### src/rtl/mac_accumulator.sv
// ---------------------------------------------------------------------------
// mac_accumulator
//   Downstream of multiplier_set. Each accepted beat carries z signed
//   fixed-point products. A combinational saturating adder tree reduces the
//   products, and the result is accumulated over cpc beats, seeded with bias.
//   One saturated dot-product is emitted per block through valid/ready.
//
// Ports
//   clk        rising-edge clock
//   reset_n    asynchronous active-low reset
//   in_valid   prod_set (and bias on the first beat) valid
//   in_ready   a beat can be accepted this cycle
//   prod_set   z packed products, product i at [width*(i+1)-1:width*i]
//   bias       block seed, sampled only when beat_cnt==0
//   out_valid  sum/out_sat hold a completed result
//   out_ready  consumer takes the result this cycle
//   sum        saturated dot-product
//   out_sat    some add in this result's computation saturated
//   beat_cnt   index of the next beat within the current block
// ---------------------------------------------------------------------------

// Two's-complement adder that clamps on overflow. Overflow is only possible
// when both operands have the same sign and the raw result's sign differs.
module mac_sat_add #(
    parameter int W = 16
) (
    input  logic [W-1:0] a,
    input  logic [W-1:0] b,
    output logic [W-1:0] r,
    output logic         sat
);
    logic [W-1:0] raw;

    assign raw = a + b;
    assign sat = (a[W-1] == b[W-1]) && (raw[W-1] != a[W-1]);
    assign r   = !sat     ? raw :
                 a[W-1]   ? {1'b1, {(W-1){1'b0}}} :
                            {1'b0, {(W-1){1'b1}}};
endmodule

module mac_accumulator #(
    parameter int z     = 4,
    parameter int width = 16,
    parameter int cpc   = 4
) (
    input  logic                                   clk,
    input  logic                                   reset_n,
    input  logic                                   in_valid,
    output logic                                   in_ready,
    input  logic [width*z-1:0]                     prod_set,
    input  logic [width-1:0]                       bias,
    output logic                                   out_valid,
    input  logic                                   out_ready,
    output logic [width-1:0]                       sum,
    output logic                                   out_sat,
    output logic [(cpc > 1 ? $clog2(cpc) : 1)-1:0] beat_cnt
);
    localparam int             BW   = (cpc > 1) ? $clog2(cpc) : 1;
    localparam logic [BW-1:0]  LAST = BW'(cpc - 1);

    // ------------------------------------------------------------------
    // Adder tree, stored heap-style: node k has children 2k+1 and 2k+2,
    // leaves occupy z-1 .. 2z-2 in product order. With z a power of two
    // this pairs adjacent products first and adjacent results after,
    // i.e. level 0 is 0+1, 2+3, ... and node 0 is the root.
    // ------------------------------------------------------------------
    logic [width-1:0] node [2*z-1];
    logic [z-2:0]     node_sat;
    logic             tree_sat;

    for (genvar gi = 0; gi < z; gi++) begin : g_leaf
        assign node[z-1+gi] = prod_set[gi*width +: width];
    end

    for (genvar gk = 0; gk < z-1; gk++) begin : g_node
        mac_sat_add #(.W(width)) u_add (
            .a   (node[2*gk+1]),
            .b   (node[2*gk+2]),
            .r   (node[gk]),
            .sat (node_sat[gk])
        );
    end

    assign tree_sat = |node_sat;

    // ------------------------------------------------------------------
    // Accumulate step. The first beat of a block seeds from bias and
    // starts a fresh saturation flag, so saturation is never carried
    // across blocks.
    // ------------------------------------------------------------------
    logic [width-1:0] acc;
    logic             sat_acc;
    logic             first;
    logic             last;
    logic             accept;
    logic [width-1:0] base;
    logic [width-1:0] nxt_acc;
    logic             add_sat;
    logic             nxt_sat;

    assign first    = (beat_cnt == '0);
    assign last     = (beat_cnt == LAST);
    assign in_ready = !out_valid || out_ready;   // handoff and accept may coincide
    assign accept   = in_valid && in_ready;
    assign base     = first ? bias : acc;

    mac_sat_add #(.W(width)) u_acc_add (
        .a   (base),
        .b   (node[0]),
        .r   (nxt_acc),
        .sat (add_sat)
    );

    assign nxt_sat = tree_sat | add_sat | (!first && sat_acc);

    always_ff @(posedge clk or negedge reset_n) begin
        if (!reset_n) begin
            beat_cnt  <= '0;
            acc       <= '0;
            sat_acc   <= 1'b0;
            out_valid <= 1'b0;
            sum       <= '0;
            out_sat   <= 1'b0;
        end else begin
            if (accept) begin
                acc      <= nxt_acc;
                sat_acc  <= nxt_sat;
                beat_cnt <= last ? '0 : beat_cnt + 1'b1;
            end
            // A fresh load wins over a same-cycle handoff, keeping out_valid
            // high. Otherwise the output register is held until taken.
            if (accept && last) begin
                sum       <= nxt_acc;
                out_sat   <= nxt_sat;
                out_valid <= 1'b1;
            end else if (out_ready) begin
                out_valid <= 1'b0;
            end
        end
    end
endmodule

### config.mk
export PLATFORM = sky130hd
export DESIGN_NAME = mac_accumulator
export DESIGN_NICKNAME = d
export VERILOG_FILES = /design/src/rtl/mac_accumulator.sv
export SDC_FILE = /design/constraint.sdc
export NUM_CORES = 1
export LEC_CHECK = 0
export ABC_AREA = 1
export CAP_MARGIN = 20
export CORE_ASPECT_RATIO = 0.75
export CORE_MARGIN = 1.5
export CORE_UTILIZATION = 40
export CTS_CLUSTER_DIAMETER = 150
export DETAILED_ROUTE_END_ITERATION = 8
export MAX_ROUTING_LAYER = met4
export PLACE_DENSITY = 0.65
export SLEW_MARGIN = 20
export SYNTH_ARGS = -nofsm -noshare
export SYNTH_HDL_FRONTEND = slang
export SYNTH_SLANG_ARGS = --single-unit
### constraint.sdc
create_clock -name clk -period 5.7 [get_ports clk]
set_clock_uncertainty 0.05 [all_clocks]
set_input_delay 1.14 -clock clk [delete_from_list [all_inputs] [get_ports clk]]
set_output_delay 1.14 -clock clk [all_outputs]
set_load 0.03 [all_outputs]
Word-level counts from Yosys, hierarchy flattened
Cells that the tools add are included.
- flip-flop bits (word level): 37
- output and inout bits: 21
- reduce and logical (&&, ||, !) cells: 13
- mux-type cells: 12
- $add $sub $neg: 5
- bitwise logic cells: 2
- equal/unequal tests: 9
- operator list (cell ; number):
    $mux W16 ; 9
    $add A16 B16 Y16 ; 4
    $logic_and A1 B1 Y1 ; 7
    $eq A1 B1 Y1 ; 4
    $ne A1 B1 Y1 ; 4
    $reduce_or A3 Y1 ; 1
    $add A2 B1 Y2 const B ; 1
    $eq A2 B2 Y1 const B ; 1
    $logic_not A1 Y1 ; 2
    $logic_not A2 Y1 ; 1
    $mux W1 ; 2
    $mux W2 ; 1
    $or A1 B1 Y1 ; 2
    $reduce_bool A2 Y1 ; 1
    $logic_or A1 B1 Y1 ; 1

Longest topological paths before layout
Gate-level depths: netlist of the first run.
- depth in word-level cells: 13
- gate-level depth with buffers: 35

Cells and area by module
A second synthesis of the first run with hierarchy kept.
- cell total of the unflattened synthesis: 1038
- area, all modules: 6348.6 um^2
- by module, submodules not included (module ; instances ; sequential area each (um^2) ; area each (um^2) ; cells each):
    mac_sat_add at g_node[0].u_add ... ; 2 ; 0.0 ; 1132.3 ; 209
    mac_accumulator ; 1 ; 925.9 ; 1806.7 ; 202
    mac_sat_add at u_acc_add ; 1 ; 0.0 ; 1154.9 ; 209
    mac_sat_add at g_node[2].u_add ; 1 ; 0.0 ; 1122.3 ; 209

Least setup slack after synthesis of the first run
OpenSTA, ideal clock, no wires.
- kind: input to register
- start: input prod_set[38]
- end: register acc[12]
- setup slack: 0.037 ns
- stages on the path: 34
- arrival: 5.495 ns
- setup time: 0.118 ns
- cells stage by stage: ha_1 > nand2_1 > inv_1 > a21oi_1 > nand2_2 > nand2_2 > nand2_1 > nand2_1 > clkbuf_1 > a21oi_1 > ha_1 > inv_2 > nor3_2 > nand2_1 > nand2_2 > nand2_1 > o21ai_2 > nand3_1 > buf_2 > nand2_1 > ha_1 > inv_1 > fa_1 > o21ai_0 > a21oi_1 > inv_1 > nand2_1 > nand2_1 > nand2_1 > nand2_1 > xnor2_1 > nand2_2 > nand3_1 > nand2_1
- word-level cells in the longest chain between the ends: 12
- elaborated cells between the ends (all ways): 14
- ends and longest elaborated chain (element ; line ; source):
    from (decl) ; 50 ; input logic [width*z-1:0] prod_set,
    $add A16 B16 Y16 * ; 34 ; assign raw = a + b;
    $ne A1 B1 Y1 ; 35 ; assign sat = (a[W-1] == b[W-1]) && (raw[W-1] != a[W-1]);
    $logic_and A1 B1 Y1 ; 35 ;
    $mux W16 * ; 36 ; assign r = !sat ? raw :
    $add A16 B16 Y16 ; 34 ;
    $ne A1 B1 Y1 ; 35 ;
    $logic_and A1 B1 Y1 ; 35 ;
    $mux W16 * ; 36 ;
    $add A16 B16 Y16 ; 34 ;
    $ne A1 B1 Y1 ; 35 ;
    $logic_and A1 B1 Y1 ; 35 ;
    $mux W16 * ; 36 ;
    to (signal assigned) ; 126 ; acc <= nxt_acc;
    to (decl) ; 91 ; logic [width-1:0] acc;
Mark *: on every way between the ends. The rest lies on a longest branch, timed or not.
A chain may end at the register's enable or synchronous reset.

Final worst setup path of the first run
- start: input prod_set[22]
- end: register acc[12]
The elaborated chain is that of the path after synthesis.

==> qor.yml, run 1 <==
min_period_ns: 5.87
synth_edf_count: 0
power_density_nw_per_um2: 579
internal-power_w: 0.00290
report.final.slew_viol_count: 0
cts_tree: "built"
final_nets: 1229
fmax_ghz: 0.170
async_flop_share_pct: 100
antenna_found_initial: 0
multi_input_area_sq_um: 5170
syn_area_sq_um: 4840
postRouteAntennaNets: 0
reg2reg_slack_ns: 2.35
via_per_inst: 5.42
die_y_microns: 98.3
critPathLaunchType: "input port"
cp.arrival_ns: 5.99
dpl.hpwl_mm: 12.3
drv_cap: 0
required_ns: 5.82
worst_slack_ns: -0.169
hold_violations: 0
core_sq_um: 11700
grt_pass1_wl_mm: 30.0
timing.rr.start: "beat_cnt[0]$_DFFE_PN0P_"
critPathKind: "in2reg"
die_w_microns: 130
worstHoldStart: "sum[7]$_DFFE_PN0P_"
insertion_delay_ns: 0.29
cts.htree.levels: 2
wirelength_mm: 21.8
layout_worst_path_cycle_share_pct: 103
start_util_pct: 41.4
pwr-share-seq_pct: 7.9
ys.flop_type: "dfrtp_1"
netlist_instances: 747
die_area_sq_um: 12800
clockBufferDepth: 2
pin_count: 105
synth_most_common_cell: "nand2_1"
nFillCells: 626
cts_hold_buf: 0
layout-drive-gt1-share_pct: 48.9
synth_xor_area_share_pct: 8.68
max_slew_margin_pct: 34.7
clkPwrFrac_pct: 5.9
r2r_cells: 17
switching_power_w: 0.00272
drtIter0Drc: 562
drt_first_pass_iters: 5
grt_max_degree: 38
synth-compound-area-share_pct: 15.6
num_vias: 6731
synthMuxAreaShare_pct: 0
r2r-end: "acc[0]$_DFFE_PN0P_"
p_comb_share_pct: 86.2
ys_seq_area_share_pct: 19.1
crit_path_top_delay_cell: "o21ai_0"
tightest_slew_ns: 0.978
worst_path_most_repeated_cell: "nand2_1"
peakVddDrop_v: 0.000442
yosysTopAreaCell: "nand2_1"
hold_end: "sum[7]$_DFFE_PN0P_"
p_sw_share_pct: 48.4
drc: 0
postSynthAreaPerCell_sq_um: 6.48
io_buffers: 104
worstPathMaxFanout: 7
track_usage_pct: 30.1
seq_area_sq_um: 926
violations: "setup timing"
synth_seq_cells: 37
synth_top_family_by_area: "simple AND/OR/NAND/NOR gates"
synthTopCellsByArea: "nand2_1 21%, dfrtp_1 19%, ha_1 16%, a21oi_1 8.7%, inv_1 5.3%"
gp_routability_congestion: 0.900
post_drt_wl_per_cell_microns: 17.6
place_ws_ns: -1.02
ys_types: 39
ctsRootBufferMaster: "clkbuf_16"
synth_nets: 897
rows: 34
synthAdderAreaFrac_pct: 17.7
syn2layout_area_growth_pct: 100
hold_path.class: "reg2reg"
critPathLaunch: "prod_set[22]"
cpPeakStageDelay_ns: 0.43
finalPower_w: 0.00561
grt-ovfl-total: 0
yosys_warnings: 0
synth_common_cells: "266 x nand2_1, 84 x a21oi_1, 68 x inv_1, 62 x ha_1, 37 x dfrtp_1"
worst_setup_path_end_kind: "flop"
p_leak_nw: 4.73
setup_viol: 32
min_path_cells: 2
outcome: "finished, violations left"
synthSimpleGateAreaFrac_pct: 31.7
diodes: 0
rsz0062_at_grt: "true"
cts.reportedPaths.clkPinSlew_ns: 0.06
clock-sinks: 37
first_global_vias: 6545
post-route-util_pct: 82.8
cts_buffers: 5
synth_top_area_share_pct: 20.6
[timing repair]
item,4_1_cts,5_1_grt
pin swaps,136,152
gates cloned,7,0
setup buffers,52,34
endpoints found under the setup margin,34,34
resized for setup,275,178
[power by group through the flow]
stage / clock network [W] / registers [W] / logic (W)
5_1_grt: 0.000340 / 0.000458 / 0.00517
3_3_place_gp: 0 / 0.000442 / 0.00315
3_5_place_dp: 0 / 0.000446 / 0.00322
6_report: 0.000329 / 0.000446 / 0.00484
4_1_cts: 0.000330 / 0.000444 / 0.00402
2_1_floorplan: 0 / 0.000564 / 0.00185
[placed cells by master (no fill, tap or decap), drive strengths merged, types with 27 or more instances in the layout]
| master | n |
|---|---|
| nand2 | 282 |
| buf | 238 |
| a21oi | 85 |
| inv | 71 |
| ha | 62 |
| clkdlybuf4s50 | 44 |
| dfrtp | 37 |
| dlygate4sd2 | 37 |
| nand3 | 37 |
| o21ai | 35 |
| nor2 | 34 |
| xnor2 | 27 |
[state kept, by name, indices dropped and copies added (netlist names)]
register,count
acc,16
beat_cnt,2
out_valid,1
sum,16
out_sat,1
sat_acc,1
[stage by stage]
stage / std cells / hold WS (ns) / TNS [ns] / area (sq um)
floorplan: 747 / 0.399 / 0 / 4840
finish: 1242 / 0.422 / -3.91 / 9690
detailed placement: 1147 / 0.416 / -31.97 / 7190
global placement: 1147 / 0.413 / -22.26 / 7190
CTS: 1213 / 0.432 / 0 / 8860
global route: 1242 / 0.453 / -10.58 / 9690
[cell type report]
cell class | count | area share [%]
tap | 162 | 2.09
sequential | 37 | 9.56
multi-input combinational | 623 | 53.4
timing repair buffer | 340 | 30.3
clock inverter | 1 | 0.310
inverter | 72 | 2.87
clock buffer | 7 | 1.47
[worst max path at each step]
| stage | endpoint | slack (ns) |
|---|---|---|
| 2_1_floorplan | acc[12]$_DFFE_PN0P_ | 0.04 |
| 4_1_cts | acc[12]$_DFFE_PN0P_ | 0.002 |
| 3_3_place_gp | acc[3]$_DFFE_PN0P_ | -0.70 |
| 5_1_grt | acc[12]$_DFFE_PN0P_ | -0.38 |
| 3_5_place_dp | acc[3]$_DFFE_PN0P_ | -1.02 |
| 6_report | acc[12]$_DFFE_PN0P_ | -0.17 |
[cells by family (layout without fill, tap and decap cells)]
kind of cell | after synthesis | after routing
buffers and inverters | 89 | 420
DFF | 37 | 37
AOI/OAI and AO/OA | 140 | 140
xor gates and xnor gates | 48 | 48
and+or+nand+nor | 367 | 369
adders and majority gates | 66 | 66
[critical path, delay by kind of cell]
family | cells | cell delay (ns)
AOI/OAI and AO/OA | 6 | 1.28
buffers and inverters | 8 | 1.13
xor gates and xnor gates | 2 | 0.38
adders and majority gates | 3 | 0.75
and+or+nand+nor | 14 | 1.29
[metal layers]
metal / GRT usage [%] / vias to the layer above / share of wire, % / wire length [microns]
met4: 7.69 / 0 / 3.4 / 741
met5: - / - / 0 / 0
met3: 5.59 / 97 / 7.4 / 1620
met1: 38.1 / 3163 / 40 / 8830
met2: 49.0 / 350 / 49 / 10700
li1: - / 3121 / - / -
Note: power is estimated with default switching activity, not from simulation.
==> run 2: changes to the inputs <==
CORE_UTILIZATION = 50   (was 40)
PLACE_DENSITY = 0.79   (was 0.65)
==> run 2 against run 1 <==
  * The flow now stops in global routing (5_1_grt)
  * Synthesized cell count unchanged
  * Synthesized area unchanged
==> qor.yml, run 2 <==
synthTopCellsByArea: "nand2_1 21%, dfrtp_1 19%, ha_1 16%, a21oi_1 8.7%, inv_1 5.3%"
synth_top_area_share_pct: 20.6
die_y_microns: 88.2
yosysTopAreaCell: "nand2_1"
rows: 30
worst_endpoint_kind: "register data pin"
postSynthAreaPerCell_sq_um: 6.48
cts_buffers: 5
clockBufferDepth: 2
synth_edf_count: 0
place_inst: 1119
place_ws_ns: -0.889
grt_max_degree: 38
synth_most_common_cell: "nand2_1"
start_util_pct: 52.4
ys_types: 39
gp_routability_congestion: 1.02
yosys_warnings: 0
synth_common_cells: "266 x nand2_1, 84 x a21oi_1, 68 x inv_1, 62 x ha_1, 37 x dfrtp_1"
netlist_instances: 747
error_line: "[ERROR DPL-0038] Utilization greater than 100%, impossible to legalize"
outcome: "did not finish"
synth_seq_cells: 37
clock-sinks: 37
ctsRootBufferMaster: "clkbuf_16"
io_buffers: 104
cts.htree.levels: 2
syn_area_sq_um: 4840
worst_endpoint: "acc[6]$_DFFE_PN0P_/D"
die_w_microns: 117
synth_nets: 897
ys_seq_area_share_pct: 19.1
dpl.hpwl_mm: 13.0
stop_stage: "global routing (5_1_grt)"
pin_count: 105
async_flop_share_pct: 100
ys.flop_type: "dfrtp_1"
run 2: cell counts after synthesis:
Identical to the previous run, type by type.
run 2: cell families after synthesis:
family,count (synthesis),synth area share [%]
XOR/XNOR,48,8.68
flip-flops,37,19.1
buffers and inverters,89,7.21
adder cells (fa/ha/maj),66,17.7
AND/OR/NAND/NOR,367,31.7
AO/OA/AOI/OAI,140,15.6
run 2: per-stage QoR:
step / setup TNS [ns] / instance area (sq um) / hold slack (ns)
CTS: -0.0343 / 7800 / 0.430
floorplan: 0 / 4840 / 0.399
global placement: -21.43 / 7160 / 0.412
detailed placement: -28.08 / 7160 / 0.415
run 2: repair_timing:
item	CTS
pin swaps	37
buffers inserted	12
hold buffers	0
setup endpoints to repair	34
resized for setup	110
cloned	1
==> run 3: changes to the inputs <==
CORE_ASPECT_RATIO = not set   (was 0.75)
CORE_UTILIZATION = 35   (was 50)
CTS_CLUSTER_DIAMETER = not set   (was 150)
MAX_ROUTING_LAYER = not set   (was met4)
PLACE_DENSITY = not set   (was 0.79)
PLACE_DENSITY_LB_ADDON = 0.15   (was not set)
==> run 3 against run 2 <==
  * The run now ends clean
==> qor.yml, run 3 (synthesis results as in run 1) <==
outcome: "finished, final reports clean"
syn2layout_area_growth_pct: 89.4
timing.rr.start: "beat_cnt[0]$_DFFE_PN0P_"
worst_path_most_repeated_cell: "nand2_1"
final_nets: 1199
cts_buffers: 5
clockBufferDepth: 2
critPathLaunch: "prod_set[37]"
report.final.slew_viol_count: 0
layout_worst_path_cycle_share_pct: 97.6
final_common_cell: "nand2_1"
hold_path.class: "reg2reg"
first_global_vias: 5915
ctsRootBufferMaster: "clkbuf_16"
rows: 42
cpPeakStageDelay_ns: 0.28
seq_area_sq_um: 926
layout_common_cells: "221 x nand2_1, 183 x buf_4, 54 x inv_1, 54 x dlymetal6s2s_1, 51 x nand2_2"
track_usage_pct: 20.8
core_sq_um: 13300
dpl.hpwl_mm: 11.9
via_per_inst: 4.98
cts.reportedPaths.clkPinSlew_ns: 0.06
drv_cap: 0
fmax_ghz: 0.180
layout-drive-gt1-share_pct: 42.1
hold_violations: 0
io_buffers: 104
pin_count: 105
die_y_microns: 121
min_path_cells: 2
grt-ovfl-total: 0
cts_hold_buf: 0
worst_setup_path_end_kind: "flop"
largestRegisters: "acc x16, sum x16, beat_cnt x2"
post_dp_cell_area_sq_um: 7190
drc: 0
multi_input_area_sq_um: 4760
nFillCells: 1102
insertion_delay_ns: 0.28
crit_path_top_delay_cell: "ha_4"
required_ns: 5.87
die_area_sq_um: 14500
antenna_found_initial: 0
num_vias: 6109
clock-sinks: 37
r2r_cells: 18
tightest_slew_ns: 0.901
critPathKind: "in2reg"
die_w_microns: 121
cp.depth: 33
max_slew_margin_pct: 39.8
post_drt_wl_per_cell_microns: 14.2
gp_routability_congestion: 0.851
drt_first_pass_iters: 5
power_density_nw_per_um2: 524
critical_path.top_delay_family: "simple AND/OR/NAND/NOR gates"
path_buf_inv: 6
start_util_pct: 36.3
stdcell_area_sq_um: 9170
grt_pass1_wl_mm: 25.2
cts_tree: "built"
diodes: 0
worstPathMaxFanout: 8
worstHoldStart: "acc[1]$_DFFE_PN0P_"
wirelength_mm: 17.4
grt_max_degree: 38
cts.htree.levels: 2
setup_viol: 0
cp.arrival_ns: 5.73
drtIter0Drc: 319
postRouteAntennaNets: 0
peakVddDrop_v: 0.000284
critPathLaunchType: "input port"
min_period_ns: 5.56
p_leak_nw: 4.89
holdWs_ns: 0.431
[run 3: final cells by class]
type | count | share of cell area [%]
inverters | 72 | 3.03
clock inverters | 1 | 0.328
flip-flops and latches | 37 | 10.1
well taps | 176 | 2.40
repair buffers | 311 | 30.7
clock buffers | 7 | 1.56
multi-input cells | 622 | 51.9
[run 3: path summary, 6_finish.rpt]
| kind | to | slack, ns |
|---|---|---|
| max | sum[0]$_DFFE_PN0P_ | 0.14 |
| min | acc[1]$_DFFE_PN0P_ | 0.43 |
| max reg2reg | acc[5]$_DFFE_PN0P_ | 2.47 |
| min reg2reg | acc[1]$_DFFE_PN0P_ | 0.43 |
| max in group asynchronous | acc[14]$_DFFE_PN0P_ | 4.03 |
| min in group asynchronous | sum[2]$_DFFE_PN0P_ | 1.23 |
[run 3: repair_timing]
action                                  CTS  global route
buffers inserted                         22            30
gates cloned                              2             0
endpoints found under the setup margin   34            34
gates resized for setup                  94           245
hold endpoints to repair                  0             0
pin swaps                                61           119
[run 3: power by group]
group | leakage, nW | internal, W | switching, W
combinational | 4.34 | 0.00195 | 0.00208
sequential | 0.463 | 0.000386 | 0.0000541
clock | 0.0841 | 0.000219 | 0.000106
total | 4.89 | 0.00256 | 0.00224
[run 3: per-stage QoR]
stage	TNS [ns]	std cells	total power (W)	worst slack (ns)	utilization [%]
6_report	0	1226	0.00480	0.136	68.7
4_1_cts	0	1196	0.00433	0.00125	58.9
5_1_grt	-2.95	1226	0.00523	-0.118	68.7
2_1_floorplan	0	747	0.00241	0.0374	-
3_5_place_dp	-24.95	1164	0.00365	-0.795	53.9
3_3_place_gp	-20.38	1164	0.00360	-0.656	53.9
[run 3: tightest hold or removal path: cells and delay by family (launching register included)]
kind | cells | cell delay (ns)
flops | 1 | 0.34
simple gates | 2 | 0.10
[run 3: per-layer routing]
metal	part of all wire, %	vias up	GRT usage (%)
met4	1.6	0	3.09
met1	43	2885	26.4
met5	0	-	0
met3	3.8	29	2.36
met2	51	148	38.3
li1	-	3047	-
